**src/rtl/f5_tt_pkg.sv**
```systemverilog
// ---------------------------------------------------------------------------
// f5_tt_pkg
// Shared constants for the truth-table sequencer:
//   - FSM state encoding (2 bits)
//   - maximum settle time and settle-counter width
// ---------------------------------------------------------------------------
package f5_tt_pkg;

    localparam logic [1:0] ST_IDLE   = 2'd0;
    localparam logic [1:0] ST_WAIT   = 2'd1;
    localparam logic [1:0] ST_SAMPLE = 2'd2;
    localparam logic [1:0] ST_DONE   = 2'd3;

    // Longest settle time the 4-bit down-counter can time out.
    localparam int SETTLE_MAX = 15;
    localparam int CNT_W      = 4;

endpackage

```
**src/rtl/f5_tt_settle_cnt.sv**
```systemverilog
// ---------------------------------------------------------------------------
// f5_tt_settle_cnt
// Loadable down-counter that times the settle interval of each vector.
// Ports:
//   clk        system clock, rising edge
//   reset      asynchronous active-high reset (counter -> 0)
//   load_i     load load_val_i (takes priority over dec_i)
//   dec_i      decrement by one; holds at zero
//   load_val_i value to load
//   zero_o     counter is zero
// ---------------------------------------------------------------------------
module f5_tt_settle_cnt
    import f5_tt_pkg::*;
(
    input  logic             clk,
    input  logic             reset,
    input  logic             load_i,
    input  logic             dec_i,
    input  logic [CNT_W-1:0] load_val_i,
    output logic             zero_o
);

    logic [CNT_W-1:0] cnt_q;

    always_ff @(posedge clk or posedge reset) begin
        if (reset) begin
            cnt_q <= '0;
        end else if (load_i) begin
            cnt_q <= load_val_i;
        end else if (dec_i && (cnt_q != '0)) begin
            cnt_q <= cnt_q - {{(CNT_W-1){1'b0}}, 1'b1};
        end
    end

    assign zero_o = (cnt_q == '0);

endmodule

```
**src/rtl/f5_tt_sequencer.sv**
```systemverilog
// ---------------------------------------------------------------------------
// f5_tt_sequencer
// Drives every input combination onto a shared bus feeding two implementations
// of the same combinational function, waits SETTLE cycles per vector, samples
// both outputs, builds their truth-table columns and counts mismatches.
// Ports:
//   clk        system clock, rising edge
//   reset      asynchronous active-high reset; aborts a run
//   start      begin a run (honoured only in IDLE or DONE)
//   ya, yb     outputs of implementation A / B
//   x          input vector driven to both implementations
//   busy       high while a run is in progress (WAIT / SAMPLE)
//   done       one-cycle pulse when a run completes
//   pass       last completed run had no mismatches
//   err_count  number of mismatching vectors
//   first_fail index of the first mismatching vector (0 if none)
//   tt_a, tt_b sampled truth-table columns, bit i taken with x==i
// ---------------------------------------------------------------------------
module f5_tt_sequencer
    import f5_tt_pkg::*;
#(
    parameter int N_IN   = 2,
    parameter int SETTLE = 1      // legal range 1..SETTLE_MAX
)(
    input  logic                 clk,
    input  logic                 reset,
    input  logic                 start,
    input  logic                 ya,
    input  logic                 yb,
    output logic [N_IN-1:0]      x,
    output logic                 busy,
    output logic                 done,
    output logic                 pass,
    output logic [N_IN:0]        err_count,
    output logic [N_IN-1:0]      first_fail,
    output logic [2**N_IN-1:0]   tt_a,
    output logic [2**N_IN-1:0]   tt_b
);

    localparam int NVEC = 2**N_IN;
    // Out-of-range settings are clamped so the counter load never wraps.
    localparam int SETTLE_C = (SETTLE < 1) ? 1 :
                              ((SETTLE > SETTLE_MAX) ? SETTLE_MAX : SETTLE);
    localparam logic [CNT_W-1:0] SETTLE_LOAD = CNT_W'(SETTLE_C - 1);
    localparam logic [N_IN-1:0]  IDX_LAST    = '1;
    localparam logic [N_IN-1:0]  IDX_INC     = 1;
    localparam logic [N_IN:0]    ERR_INC     = 1;

    logic [1:0]        state_q, state_d;
    // The vector index doubles as the driven x value: they are always equal.
    logic [N_IN-1:0]   idx_q, idx_d;
    logic [N_IN:0]     err_q, err_d;
    logic [N_IN-1:0]   ff_q, ff_d;
    logic [NVEC-1:0]   tta_q, tta_d;
    logic [NVEC-1:0]   ttb_q, ttb_d;
    logic              pass_q, pass_d;
    logic              busy_q, done_q;
    logic              cnt_load, cnt_dec, cnt_zero;

    f5_tt_settle_cnt u_settle (
        .clk        (clk),
        .reset      (reset),
        .load_i     (cnt_load),
        .dec_i      (cnt_dec),
        .load_val_i (SETTLE_LOAD),
        .zero_o     (cnt_zero)
    );

    always_comb begin
        state_d  = state_q;
        idx_d    = idx_q;
        err_d    = err_q;
        ff_d     = ff_q;
        tta_d    = tta_q;
        ttb_d    = ttb_q;
        pass_d   = pass_q;
        cnt_load = 1'b0;
        cnt_dec  = 1'b0;
        unique case (state_q)
            ST_IDLE, ST_DONE: begin
                if (start) begin
                    state_d  = ST_WAIT;
                    idx_d    = '0;
                    err_d    = '0;
                    ff_d     = '0;
                    tta_d    = '0;
                    ttb_d    = '0;
                    pass_d   = 1'b0;
                    cnt_load = 1'b1;
                end else begin
                    state_d  = ST_IDLE;
                end
            end
            ST_WAIT: begin
                if (cnt_zero) state_d = ST_SAMPLE;
                else          cnt_dec = 1'b1;
            end
            ST_SAMPLE: begin
                tta_d[idx_q] = ya;
                ttb_d[idx_q] = yb;
                if (ya != yb) begin
                    err_d = err_q + ERR_INC;
                    if (err_q == '0) ff_d = idx_q;
                end
                if (idx_q == IDX_LAST) begin
                    state_d = ST_DONE;
                    // Include this last vector so pass is valid with done.
                    pass_d  = (err_d == '0);
                end else begin
                    idx_d    = idx_q + IDX_INC;
                    cnt_load = 1'b1;
                    state_d  = ST_WAIT;
                end
            end
            default: state_d = ST_IDLE;
        endcase
    end

    always_ff @(posedge clk or posedge reset) begin
        if (reset) begin
            state_q <= ST_IDLE;
            idx_q   <= '0;
            err_q   <= '0;
            ff_q    <= '0;
            tta_q   <= '0;
            ttb_q   <= '0;
            pass_q  <= 1'b0;
            busy_q  <= 1'b0;
            done_q  <= 1'b0;
        end else begin
            state_q <= state_d;
            idx_q   <= idx_d;
            err_q   <= err_d;
            ff_q    <= ff_d;
            tta_q   <= tta_d;
            ttb_q   <= ttb_d;
            pass_q  <= pass_d;
            // Status flags are registered from the next state so they line
            // up exactly with the state they describe.
            busy_q  <= (state_d == ST_WAIT) || (state_d == ST_SAMPLE);
            done_q  <= (state_d == ST_DONE);
        end
    end

    assign x          = idx_q;
    assign busy       = busy_q;
    assign done       = done_q;
    assign pass       = pass_q;
    assign err_count  = err_q;
    assign first_fail = ff_q;
    assign tt_a       = tta_q;
    assign tt_b       = ttb_q;

endmodule

```
**config.mk**
```make
export PLATFORM = sky130hd
export DESIGN_NAME = f5_tt_sequencer
export DESIGN_NICKNAME = d
export VERILOG_FILES = /design/src/rtl/f5_tt_pkg.sv /design/src/rtl/f5_tt_settle_cnt.sv /design/src/rtl/f5_tt_sequencer.sv
export SDC_FILE = /design/constraint.sdc
export NUM_CORES = 1
export LEC_CHECK = 0
export ABC_AREA = 1
export ABC_CLOCK_PERIOD_IN_PS = 5500
export CAP_MARGIN = 5
export CORE_UTILIZATION = 40
export CTS_BUF_LIST = sky130_fd_sc_hd__clkbuf_8
export DETAILED_ROUTE_END_ITERATION = 8
export GPL_TIMING_DRIVEN = 0
export PLACE_DENSITY = 0.69
export SYNTH_ARGS = -nofsm -noshare
export SYNTH_HDL_FRONTEND = slang
export SYNTH_HIERARCHICAL = 1
export SYNTH_SLANG_ARGS = --single-unit
```
**constraint.sdc**
```tcl
create_clock -name clk -period 5.5 [get_ports clk]
set_input_delay 0.825 -clock clk [delete_from_list [all_inputs] [get_ports clk]]
set_output_delay 0.825 -clock clk [all_outputs]
set_load 0.02 [all_outputs]
```
# After elaboration in Yosys (flattened, before gate mapping)

Index checks and enable logic that the tools add are counted.

Flip-flop bits (word level): 24
Input bits: 5
Output and inout bits: 18
Word-level logic and storage cells: 74

Add/subtract/negate cells: 3
Magnitude comparators: 2
Eq/ne operators: 13
Muxes and demuxes: 31
Reduce and logical (&&, ||, !) cells: 15

Operators by type and width:

| kind                | count |
|---|---|
| $pmux 4 s2          | 2 |
| $mux 2              | 6 |
| $mux 4              | 3 |
| $eq 2x2->1 const B  | 5 |
| $ne 2x2->1 const B  | 5 |
| $mux 3              | 3 |
| $bwmux 4            | 2 |
| $mux 1              | 8 |
| $pmux 2 s2          | 2 |
| $logic_not 3->1     | 2 |
| $pmux 2 s3          | 1 |
| $pmux 3 s2          | 1 |
| $reduce_and 3->1    | 2 |
| $eq 2x1->1 const B  | 2 |
| $logic_not 4->1     | 1 |
| $pmux 1 s2          | 2 |
| $reduce_and 4->1    | 1 |
| $reduce_bool 2->1   | 2 |
| $reduce_bool 4->1   | 1 |
| $sub 4x1->4 const B | 1 |
| $add 3x1->3 const B | 1 |
| $lt 2x3->1 const B  | 1 |
| $add 2x1->2 const B | 1 |
| $demux 1 s2         | 1 |
| other kinds (7)     | 8 |

# Depth between registers and ports, before layout

Gate-level depths: netlist of run 1.

Depth in word-level cells: 6
Depth in mapped cells: 11
Gate-level depth less buffers: 11

# Cells and area by module

Netlist of run 1, hierarchy kept.

Modules (own cells, without submodules):

| module           | instances | cells each | area each (um^2) | seq. area each (um^2) |
|---|---|---|---|---|
| f5_tt_sequencer  | 1         | 135        | 1132.3           | 500.5 |
| f5_tt_settle_cnt | 1         | 47         | 299.0            | 100.1 |

# Least setup slack after synthesis of run 1

OpenSTA, ideal clock, no wires.

Kind: reg2reg
Start point: register idx_q[0], in the netlist x[0]
End point: register u_settle.cnt_q[3]
Setup time: 0.116 ns
Arrival: 1.700 ns
Required time: 5.384 ns
Setup slack: 3.684 ns
Stages on the path, launching flop included: 10
Buffers on the path: 0
Clock period less this slack: 1.816 ns
Cell sequence: dfrtp_1 > ha_1 > nor2_1 > inv_1 > a21oi_1 > inv_2 > nand3b_1 > nand2_1 > clkinv_1 > nand2_1

Cells in the longest elaborated chain, start to end: 4
Elaborated cells on any way between the ends: 5
Classes of those cells: eq/ne (1); mux (3); reduce/logical (1)

Ends and longest elaborated chain:

| element                                            | RTL line               | RTL |
|---|---|---|
| from (decl)                                        | f5_tt_sequencer.sv:51  | `logic [N_IN-1:0] idx_q, idx_d;` |
| from (signal assigned)                             | f5_tt_sequencer.sv:132 | `idx_q <= idx_d;` |
| $eq 2x2->1 (*)                                     | f5_tt_sequencer.sv:105 | `if (idx_q == IDX_LAST) begin` |
| $mux 1 (*)                                         | f5_tt_sequencer.sv:105 |  |
| $pmux 1 s2 (*)                                     | f5_tt_sequencer.sv:79  | `unique case (state_q)` |
| via cnt_load                                       | f5_tt_sequencer.sv:58  | `logic cnt_load, cnt_dec, cnt_zero;` |
| $mux 4 / $reduce_bool 2->1 (equally long branches) | -                      |  |
| to (signal assigned)                               | f5_tt_settle_cnt.sv:29 | `cnt_q <= load_val_i;` |
| to (signal assigned)                               | f5_tt_settle_cnt.sv:31 | `cnt_q <= cnt_q - {{(CNT_W-1){1'b0}}, 1'b1};` |
| to (decl)                                          | f5_tt_settle_cnt.sv:23 | `logic [CNT_W-1:0] cnt_q;` |

The timed path passes the listed nets; every way through them passes the cells marked *.
A chain may end at the register's enable or synchronous reset.

# Final worst setup path of run 1

Start point: register idx_q[1], in the netlist x[1]
End point: output x[1]

RTL lines:

| element   | RTL line              | RTL |
|---|---|---|
| to (decl) | f5_tt_sequencer.sv:30 | `output logic [N_IN-1:0] x,` |

No word-level cell between the ends.

==> results of run 1 <==
==> flip-flops by register name, summed over array words and instances (netlist names) <==
signal / cells
busy: 1
done: 1
err_count: 3
first_fail: 2
pass: 1
state_q: 2
tt_a: 4
tt_b: 4
u_settle/cnt_q: 4
x: 2
==> worst reg2reg max path, stage by stage, from the launching register on <==
cell	delay, ns
dfrtp_1	0.42
inv_1	0.09
ha_1	0.30
inv_1	0.10
nor2_1	0.16
inv_1	0.08
a21oi_1	0.49
inv_2	0.15
nand3b_1	0.12
nand2_1	0.05
clkinv_1	0.04
nand2_1	0.04
==> power by group <==
group / internal (mW) / switching [mW] / total (mW) / leakage, nW
combinational: 0.141 / 0.247 / 0.388 / 0.529
clock: 0.0975 / 0.0612 / 0.159 / 0.0357
sequential: 0.213 / 0.0307 / 0.244 / 0.324
total: 0.452 / 0.339 / 0.791 / 0.888
==> cells in the final DEF (no fill, tap or decap) <==
cell and count:
clkbuf_8 3, nor2_2 1, o21ai_1 2, a21oi_1 6, conb_1 4, o21ai_0 13, nor2_1 7, a21oi_2 1
nand3_1 12, inv_2 1, o22ai_1 6, inv_1 33, clkinv_1 1, nand2_1 50, dfrtp_1 24, clkinv_2 1
nand3_4 1, clkdlybuf4s50_1 22, bufinv_16 1, a21oi_4 1, nand3b_1 2, nand2_4 2, nand2_2 4, ha_1 13
==> per-stage QoR <==
step	util	hold slack, ns
global placement	0.508	0.478
global route	0.529	0.535
floorplan	-	0.492
CTS	0.529	0.508
finish	0.529	0.505
detailed placement	0.508	0.485
==> logic make-up after synthesis <==
kind of cell    after synthesis  share of synthesized area
simple gates                 79                      0.252
other cells                   1                    0.00262
flops                        24                      0.420
buf+inv                      36                     0.0953
compound gates               29                      0.117
fa+ha+maj                    13                      0.114
==> final timing paths <==
path / from / endpoint / slack, ns / cells past startpoint
worst min register to register: first_fail[0] / first_fail[0] / 0.50 / 2
max in group asynchronous: reset / done / 4.01 / 2
min in group asynchronous: reset / u_settle/cnt_q[2] / 0.76 / 2
worst max register to register: state_q[0] / u_settle/cnt_q[3] / 3.36 / 11
worst max-delay path: x[1] / x[1] / 3.28 / 1
worst min-delay path: first_fail[0] / first_fail[0] / 0.50 / 2
==> per-layer routing <==
layer	part of all wire	wire, µm	up-vias	GRT usage
li1	-	-	630	-
met1	0.49	1350	538	0.229
met3	0.042	117	5	0.0290
met4	0.013	37	0	0.0667
met2	0.45	1250	22	0.263
met5	0	0	-	0
==> cell type report <==
type | instances | area (µm²)
fillers | 325 | 1600
inverters | 36 | 136
flip-flops and latches | 24 | 601
clock buffers | 3 | 41.3
multi-input cells | 125 | 706
clock inverters | 1 | 30.0
well taps | 46 | 57.6
repair buffers | 22 | 220
==> impl_metrics.yaml, run 1 <==
power:
  power_mw: 0.791
  leakage_nw: 0.888
  powerDensity_nw_per_um2: 441
  peakVddDrop_mv: 0.210
logic_synthesis:
  synth_warnings: 6
  ys_ff_latch: 24
  avgSynthCellArea_um2: 7.86
  ys_top_cells_by_area: "dfrtp_1 (42%), nand2_1 (13%), ha_1 (11%)"
  yosys.area.top_type: "dfrtp_1"
  synthDistinctLibCells: 21
  synth_area_um2: 1430
  seq_area_frac_synth: 0.420
  async_flop_share: 1.00
  synth_commonest_cells: "nand2_1 (50), inv_1 (33), dfrtp_1 (24)"
  synth_edf_count: 0
  synthFlopType: "dfrtp_1"
  syn_inst: 182
  synth_top_area_share: 0.420
  synth_most_common_cell: "nand2_1"
global_route:
  grt_pass1_vias: 1063
  grt_pass1_wl_mm: 4.63
  antenna_found_initial: 0
  grt-ovfl-total: 0
  grtUsageTotal: 0.167
  grt_max_degree: 21
placed_design:
  placed_cell_area_um2: 1720
  pre_cts_slack_ns: 3.09
  dp.cells: 253
  gp_congestion: 0.775
  io_buffer_count: 22
  hpwl_mm: 2.04
floorplan:
  initial_core_util: 0.422
  core_um2: 3390
  die_h_um: 61.8
  die_area_um2: 3820
  ioPinCount: 23
  core.rowCount: 21
  die_w_um: 61.8
finish:
  area_growth_pct: 25.2
  layout.nets: 230
  final_cell_count_no_fill: 257
  final_area_um2: 1790
  antenna_cells: 0
  drive_gt1_frac: 0.0758
setup_path:
  worstPathMaxFanout: 6
  path_cells: "clkdlybuf4s50_1"
  crit_family: "buffers and inverters"
  cp_slowest_cell: "clkdlybuf4s50_1"
  cpPeakStageDelay_ns: 0.64
  cp.required_ns: 4.68
  critPathBufInv: 1
  cp_data_arrival_time_ns: 1.39
  cp-end-kind: "primary output"
  start_kind: "flip-flop"
  path_class: "flip-flop to primary output"
clock_tree:
  htreeDepth: 1
  clk_latency_ns: 0.28
  cts_resized: 0
  ctsHoldBuffers: 0
  clk_pin_slew_worst_paths_ns: 0.09
  numClockSinks: 24
  cts_tree: "done"
  cts_buffers: 3
  clockRootBuffer: "clkbuf_8"
  post_cts_buffers: 0
  clk_path_buf_depth: 2
timing:
  finalMaxSlewViolations: 0
  period_needed_ns: 2.22
  hold_viol: 0
  tightest_slew_ns: 0.768
  slew_headroom: 0.488
  post-route-period-util: 0.403
  fin_tns_setup_ns: 0
  setup_ws_ns: 3.28
  fmax_ghz: 0.451
  setup_viol: 0
  rsz0062_at_grt: "no"
  finalClockSkew_ns: 0.00706
detailed_routing:
  viasPerCell: 4.65
  vias: 1195
  firstDrtPassIters: 4
  ant_nets: 0
  dr.first_iter.drc_count: 35
  routed_wirelength_mm: 2.76
  drc: 0
  wl_per_cell_um: 10.7
status:
  outcome: "finished clean"
run:
  maxCapViolCount: 0
hold_path:
  hp-class: "flip-flop to flip-flop"
Note: power is estimated with default switching activity, not from simulation.
==> run 2: changes to the inputs <==
ABC_CLOCK_PERIOD_IN_PS = 2200   (was 5500)
clock period = 2.2 ns   (was 5.5 ns; I/O delays follow)
==> impl_metrics.yaml, run 2 (synthesized netlist as in run 1, its figures left out) <==
timing:
  finalClockSkew_ns: 0.00705
  slew_headroom: 0.487
  setup_viol: 0
  post-route-period-util: 0.837
  period_needed_ns: 1.84
  finalMaxSlewViolations: 0
  fmax_ghz: 0.543
  holdWs_ns: 0.262
  setup_ws_ns: 0.358
  fin_tns_setup_ns: 0
  hold_viol: 0
  rsz0062_at_grt: "no"
  tightest_slew_ns: 0.768
power:
  leakage_nw: 0.889
  powerDensity_nw_per_um2: 1110
  peakVddDrop_mv: 0.519
setup_path:
  worstPathMaxFanout: 8
  path_class: "flip-flop to flip-flop"
  r2r_setup_slack_ns: 0.36
  cp_data_arrival_time_ns: 2.01
  cp-end-kind: "flip-flop"
  cp.required_ns: 2.37
  start_kind: "flip-flop"
placed_design:
  gp_congestion: 0.775
  hpwl_mm: 2.04
  io_buffer_count: 22
  placed_cell_area_um2: 1720
  pre_cts_slack_ns: 0.0676
clock_tree:
  clk_pin_slew_worst_paths_ns: 0.08
  htreeDepth: 1
  cts_tree: "done"
  clockRootBuffer: "clkbuf_8"
  clk_latency_ns: 0.28
  numClockSinks: 24
  cts_buffers: 3
  clk_path_buf_depth: 2
detailed_routing:
  viasPerCell: 4.66
  routed_wirelength_mm: 2.76
  vias: 1198
  dr.first_iter.drc_count: 36
  firstDrtPassIters: 4
  ant_nets: 0
  wl_per_cell_um: 10.7
  drc: 0
floorplan:
  ioPinCount: 23
  core.rowCount: 21
  die_area_um2: 3820
  die_h_um: 61.8
  core_um2: 3390
  die_w_um: 61.8
  initial_core_util: 0.422
run:
  maxCapViolCount: 0
finish:
  mostFrequentLayoutCells: "nand2_1 (50), inv_1 (33), dfrtp_1 (24)"
  final_area_um2: 1800
  final_common_cell: "nand2_1"
  fillers: 321
  area_growth_pct: 26.0
  antenna_cells: 0
  layout.nets: 230
  drive_gt1_frac: 0.0806
global_route:
  grt_max_degree: 21
  antenna_found_initial: 0
  grt_pass1_vias: 1063
  grt_pass1_wl_mm: 4.63
  grt-ovfl-total: 0
  grtUsageTotal: 0.167
hold_path:
  hp-class: "primary input to asynchronous set/reset pin"
status:
  outcome: "finished clean"
[run 2: final cells by class]
cell class	count	area (µm²)	area share
Timing Repair Buffer	22	220	0.122
Inverter	36	136	0.0756
Tap cell	46	57.6	0.0319
Sequential cell	24	601	0.333
Clock inverter	1	30.0	0.0167
Clock buffer	3	41.3	0.0229
Multi-Input combinational cell	125	717	0.398
[run 2: critical path, stage by stage (launching register included)]
cell,delay [ns]
dfrtp_1,0.42
inv_1,0.09
ha_1,0.30
inv_1,0.10
nor2_1,0.16
inv_1,0.11
a21oi_4,0.24
inv_2,0.11
nand3b_1,0.09
nand2_1,0.05
clkinv_1,0.04
nand2_1,0.04
[run 2: repair_timing]
item                                    CTS  global route
endpoints found under the setup margin    0             4
resized for setup                         0             2
setup buffers                             0             0
hold buffers                              0             0
[run 2: path summary, 6_finish.rpt]
kind,start,to,depth (start not counted)
min in group clk,first_fail[0],first_fail[0],2
worst min register to register,first_fail[0],first_fail[0],2
worst min-delay path,reset,u_settle/cnt_q[2],2
worst max register to register,state_q[0],u_settle/cnt_q[3],11
max in group asynchronous,reset,done,2
worst max-delay path,state_q[0],u_settle/cnt_q[3],11
[run 2: through the flow]
step / std cells / utilization / power, mW
after CTS: 257 / 0.529 / 1.99
after detailed placement: 253 / 0.508 / 1.59
after global routing: 257 / 0.532 / 2.18
final: 257 / 0.532 / 2.00
after floorplan: 185 / - / 1.35
after global placement: 253 / 0.508 / 1.58
[run 2: where the power goes]
part	switching, mW	leakage [nW]	internal (mW)
Combinational	0.630	0.530	0.364
Clock	0.153	0.0357	0.244
Sequential	0.0768	0.324	0.533
Total	0.860	0.889	1.14
[run 2: routing by layer]
layer	up-vias	GRT usage	wire [µm]
met4	0	0.0667	37
met5	-	0	0
met2	22	0.263	1250
met3	5	0.0290	117
li1	630	-	-
met1	541	0.229	1350
==> edit 1 (settings of run 1) <==
Add an input register stage for `start`, `ya` and `yb`, without a reset; this delays them by one clock.
--- a/src/rtl/f5_tt_sequencer.sv
+++ b/src/rtl/f5_tt_sequencer.sv
@@ -46,6 +46,16 @@
     localparam logic [N_IN-1:0]  IDX_INC     = 1;
     localparam logic [N_IN:0]    ERR_INC     = 1;
 
+    logic start_q;
+    logic ya_q;
+    logic yb_q;
+
+    always_ff @(posedge clk) begin
+        start_q <= start;
+        ya_q    <= ya;
+        yb_q    <= yb;
+    end
+
     logic [1:0]        state_q, state_d;
     // The vector index doubles as the driven x value: they are always equal.
     logic [N_IN-1:0]   idx_q, idx_d;
@@ -78,7 +88,7 @@
         cnt_dec  = 1'b0;
         unique case (state_q)
             ST_IDLE, ST_DONE: begin
-                if (start) begin
+                if (start_q) begin
                     state_d  = ST_WAIT;
                     idx_d    = '0;
                     err_d    = '0;
@@ -96,9 +106,9 @@
                 else          cnt_dec = 1'b1;
             end
             ST_SAMPLE: begin
-                tta_d[idx_q] = ya;
-                ttb_d[idx_q] = yb;
-                if (ya != yb) begin
+                tta_d[idx_q] = ya_q;
+                ttb_d[idx_q] = yb_q;
+                if (ya_q != yb_q) begin
                     err_d = err_q + ERR_INC;
                     if (err_q == '0) ff_d = idx_q;
                 end
Function: changed (Yosys sat finds a counterexample within 4 cycles, from zero or initial values and one cycle with reset high).
==> edit 1 against run 1 <==
Area after synthesis up 1.1%. Power down 6.3%. Largest cell class unchanged. Non-clock buffer count unchanged. Final area down 0.49%. Setup slack worse by 0.041 ns. Register-to-register slack better by 0.02 ns. Highest routed layer unchanged. Die area up 1.1%. Sequential cell count up 3. Sequential share of layout area up 3.5 points. Wire length down 3.6%. Clock power down 29%.
==> edit 1: results (changes against run 1) <==
status: "completed"  # unchanged
critical-path-top-delay-family: "buffers and inverters"  # unchanged
track_usage: 0.155  # was 0.167
routedWlPerCell_um: 10.5  # was 10.7 µm
grt_max_degree: 21  # unchanged
cts_buffers: 3  # unchanged
cts_resized: 0  # unchanged
route.met2.wl_mm: 1.05  # was 1.25 mm
drive_gt1_frac: 0.0577  # was 0.0758
cp.arrival_ns: 1.43  # was 1.39 ns
synth_common_cells: "48 x nand2_1, 32 x inv_1, 24 x dfrtp_1"  # was 50 x nand2_1, 33 x inv_1, 24 x dfrtp_1
cp_max_fo: 6  # unchanged
gp_congestion: 0.827  # was 0.775
root_buffer: "clkbuf_8"  # unchanged
cpMaxStageDelayCell: "clkdlybuf4s50_1"  # unchanged
synth.distinct_cells: 21  # unchanged
dr.pass1.iters: 4  # unchanged
yosysWarnings: 6  # unchanged
p_leak_nw: 0.891  # was 0.888 nW
postCtsSetupBuffers: 0  # unchanged
synthFlopType: "dfrtp_1"  # unchanged
placed_cell_area_um2: 1740  # was 1720 µm²
antenna_found_initial: 0  # unchanged
met1_usage: 0.221  # was 0.229
num_vias: 1141  # was 1,195
dp_hpwl_mm: 1.97  # was 2.04 mm
vdd_drop_max_mv: 0.247  # was 0.210 mV
wl_met3_um: 116  # was 117 µm
grt_pass1_wl_mm: 4.75  # was 4.63 mm
async_flop_share: 0.889  # was 1.00
wl_met1_mm: 1.44  # was 1.35 mm
slowest_delay_ns: 0.66  # was 0.64 ns
skew_ns: 0.00361  # was 0.00706 ns
yosys-top-cells-area: "dfrtp_1 41%, nand2_1 12%, ha_1 11%"  # was dfrtp_1 42%, nand2_1 13%, ha_1 11%
portBuffers: 22  # unchanged
finalNetCount: 227  # was 230
use_met2: 0.227  # was 0.263
clock_latency_ns: 0.28  # about the same
tightest_slew_ns: 0.752  # was 0.768 ns
hold_path_class: "reg2reg"  # unchanged
htreeDepth: 1  # unchanged
num_antenna_cells: 0  # unchanged
clkTransAtPathRegs_ns: 0.09  # about the same
drt_iter0_drc: 56  # was 35
seq_area_frac_synth: 0.456  # was 0.420
gr-usage-met3: 0.0294  # was 0.0290
topRoutingLayerUsed: "met4"  # unchanged
cts_buffer_depth: 2  # unchanged
==> edit 1: path summary, 6_finish.rpt <==
path | from | endpoint | slack, ns | cells past startpoint
min in group asynchronous | reset | u_settle/cnt_q[3] | 0.76 | 2
setup / recovery | x[1] | x[1] | 3.24 | 1
max in group asynchronous | reset | state_q[1] | 4.02 | 2
hold / removal | first_fail[0] | first_fail[0] | 0.50 | 2
hold reg to reg | first_fail[0] | first_fail[0] | 0.50 | 2
setup reg to reg | state_q[0] | u_settle/cnt_q[3] | 3.38 | 11
==> edit 1: cells by family (layout without fill, tap and decap cells) <==
group                      count (synthesis)  in the layout  synth area share
DFF                                       27             27             0.456
buffers and inverters                     35             61            0.0908
xor gates and xnor gates                   1              1           0.00605
adders and majority gates                 13             13             0.112
other                                      1              4           0.00259
and+or+nand+nor                           73             73             0.215
AOI/OAI and AO/OA                         29             29             0.117
==> edit 1: cell type report <==
| cell class | instances | area [µm²] |
|---|---|---|
| Tap cell | 46 | 57.6 |
| Sequential cell | 27 | 661 |
| Timing Repair Buffer | 22 | 220 |
| Clock inverter | 1 | 5.00 |
| Multi-Input combinational cell | 120 | 667 |
| Fill cell | 319 | 1610 |
| Inverter | 35 | 131 |
| Clock buffer | 3 | 41.3 |
==> edit 1: power by group <==
group	internal [mW]	switching [mW]
clock network	0.0509	0.0626
registers	0.237	0.0333
logic	0.131	0.226
==> edit 1: metrics by stage <==
step / setup WS [ns] / instances / util / hold slack (ns)
5_1_grt: 3.07 / 254 / 0.526 / 0.536
3_5_place_dp: 3.35 / 250 / 0.512 / 0.470
6_report: 3.24 / 254 / 0.526 / 0.496
3_3_place_gp: 3.34 / 250 / 0.512 / 0.468
2_1_floorplan: 3.70 / 182 / - / 0.492
4_1_cts: 3.26 / 254 / 0.526 / 0.499
==> edit 2 (flow settings as in run 1) <==
Without the edit above. Set the parameter `N_IN` to 4 (it was 2).
--- a/src/rtl/f5_tt_sequencer.sv
+++ b/src/rtl/f5_tt_sequencer.sv
@@ -19,7 +19,7 @@
 module f5_tt_sequencer
     import f5_tt_pkg::*;
 #(
-    parameter int N_IN   = 2,
+    parameter int N_IN   = 4,
     parameter int SETTLE = 1      // legal range 1..SETTLE_MAX
 )(
     input  logic                 clk,
Ports: changed (5 resized); port bits go from 23 to 53. No check against the original RTL was run, so the function may have changed too.
==> edit 2 against run 1 <==
The run now ends with DRC left. Via count is 95% higher. Area after synthesis is 90% higher. Setup slack worse by 0.035 ns. Power is 46% higher. Clock power is 110% higher. Hold slack worse by 0.011 ns. Final area is 96% higher. Wire length is 130% higher. Sequential cell count is 30 higher. Critical endpoint unchanged. Largest cell class is now flip-flops and latches. Largest power group is now registers. Highest routed layer unchanged.
==> edit 2: results (changes against run 1) <==
use_met2: 0.312  # was 0.263
synth.distinct_cells: 27  # was 21
route.met2.wl_mm: 2.98  # was 1.25 mm
dp_hpwl_mm: 4.55  # was 2.04 mm
power_clock_mw: 0.326  # was 0.159 mW
preCtsSetupSlack_ns: 3.01  # was 3.09 ns
drt_iter0_drc: 127  # was 35
netlist.area_leader.share: 0.497  # was 0.420
portBuffers: 52  # was 22
internal-power_mw: 0.755  # was 0.452 mW
yosys-top-cells-area: "dfrtp_1 50%, nand2_1 10%, inv_1 7.4%"  # was dfrtp_1 42%, nand2_1 13%, ha_1 11%
vias_per_cell: 5.01  # was 4.65
gp_congestion: 0.836  # was 0.775
drc_errors: 4  # was 0
worst-r2r-setup-slack_ns: 3.39  # was 3.36 ns
comb_power_mw: 0.377  # was 0.388 mW
wl_met3_um: 244  # was 117 µm
num_vias: 2333  # was 1,195
status: "finished with violations"  # was completed
met1_usage: 0.237  # was 0.229
multi_input_area_um2: 1100  # was 706 µm²
drive_gt1_frac: 0.0951  # was 0.0758
finalNetCount: 403  # was 230
violations: "DRC"
wl_met1_mm: 2.87  # was 1.35 mm
gr-usage-met3: 0.0334  # was 0.0290
clock_latency_ns: 0.31  # was 0.28 ns
slew_headroom: 0.604  # was 0.488
routedWlPerCell_um: 13.4  # was 10.7 µm
synthAdderAreaFrac: 0.0460  # was 0.114
dr.pass1.iters: 7  # was 4
grt_pass1_wl_mm: 10.5  # was 4.63 mm
cts_buffers: 5  # was 3
pg_seq_mw: 0.452  # was 0.244 mW
synth_xor_area_frac: 0.00644  # was 0
synthFlopType: "dfrtp_1"  # unchanged
p_leak_nw: 1.62  # was 0.888 nW
htreeDepth: 2  # was 1
grt_max_degree: 30  # was 21
grt_pass1_vias: 2225  # was 1,063
cp.arrival_ns: 1.43  # was 1.39 ns
placed_cells: 458  # was 253
seq_area_frac_synth: 0.497  # was 0.420
whs_ns: 0.493  # was 0.505 ns
edit 2: how the worst max path moves through the flow:
stage / start / to / slack (ns) / depth (start not counted)
2_1_floorplan: reset / busy / 3.47 / 1
3_3_place_gp: reset / tt_a[8] / 2.41 / 2
3_5_place_dp: start / u_settle/cnt_q[3] / 3.01 / 8
4_1_cts: x[1] / x[1] / 3.24 / 1
5_1_grt: x[1] / x[1] / 3.20 / 1
6_report: x[1] / x[1] / 3.25 / 1
edit 2: logic make-up after synthesis:
group                      Yosys count
AOI/OAI and AO/OA                   65
adders and majority gates           10
DFF                                 54
buffers and inverters               68
other                                1
and+or+nand+nor                    125
xor gates and xnor gates             2
edit 2: layout make-up:
| type | instances | area share |
|---|---|---|
| flip-flops and latches | 54 | 0.385 |
| multi-input cells | 206 | 0.312 |
| repair buffers | 53 | 0.154 |
| inverters | 60 | 0.0641 |
| well taps | 77 | 0.0274 |
| clock buffers | 6 | 0.0235 |
| clock inverters | 2 | 0.0171 |
| plain buffers | 8 | 0.0171 |
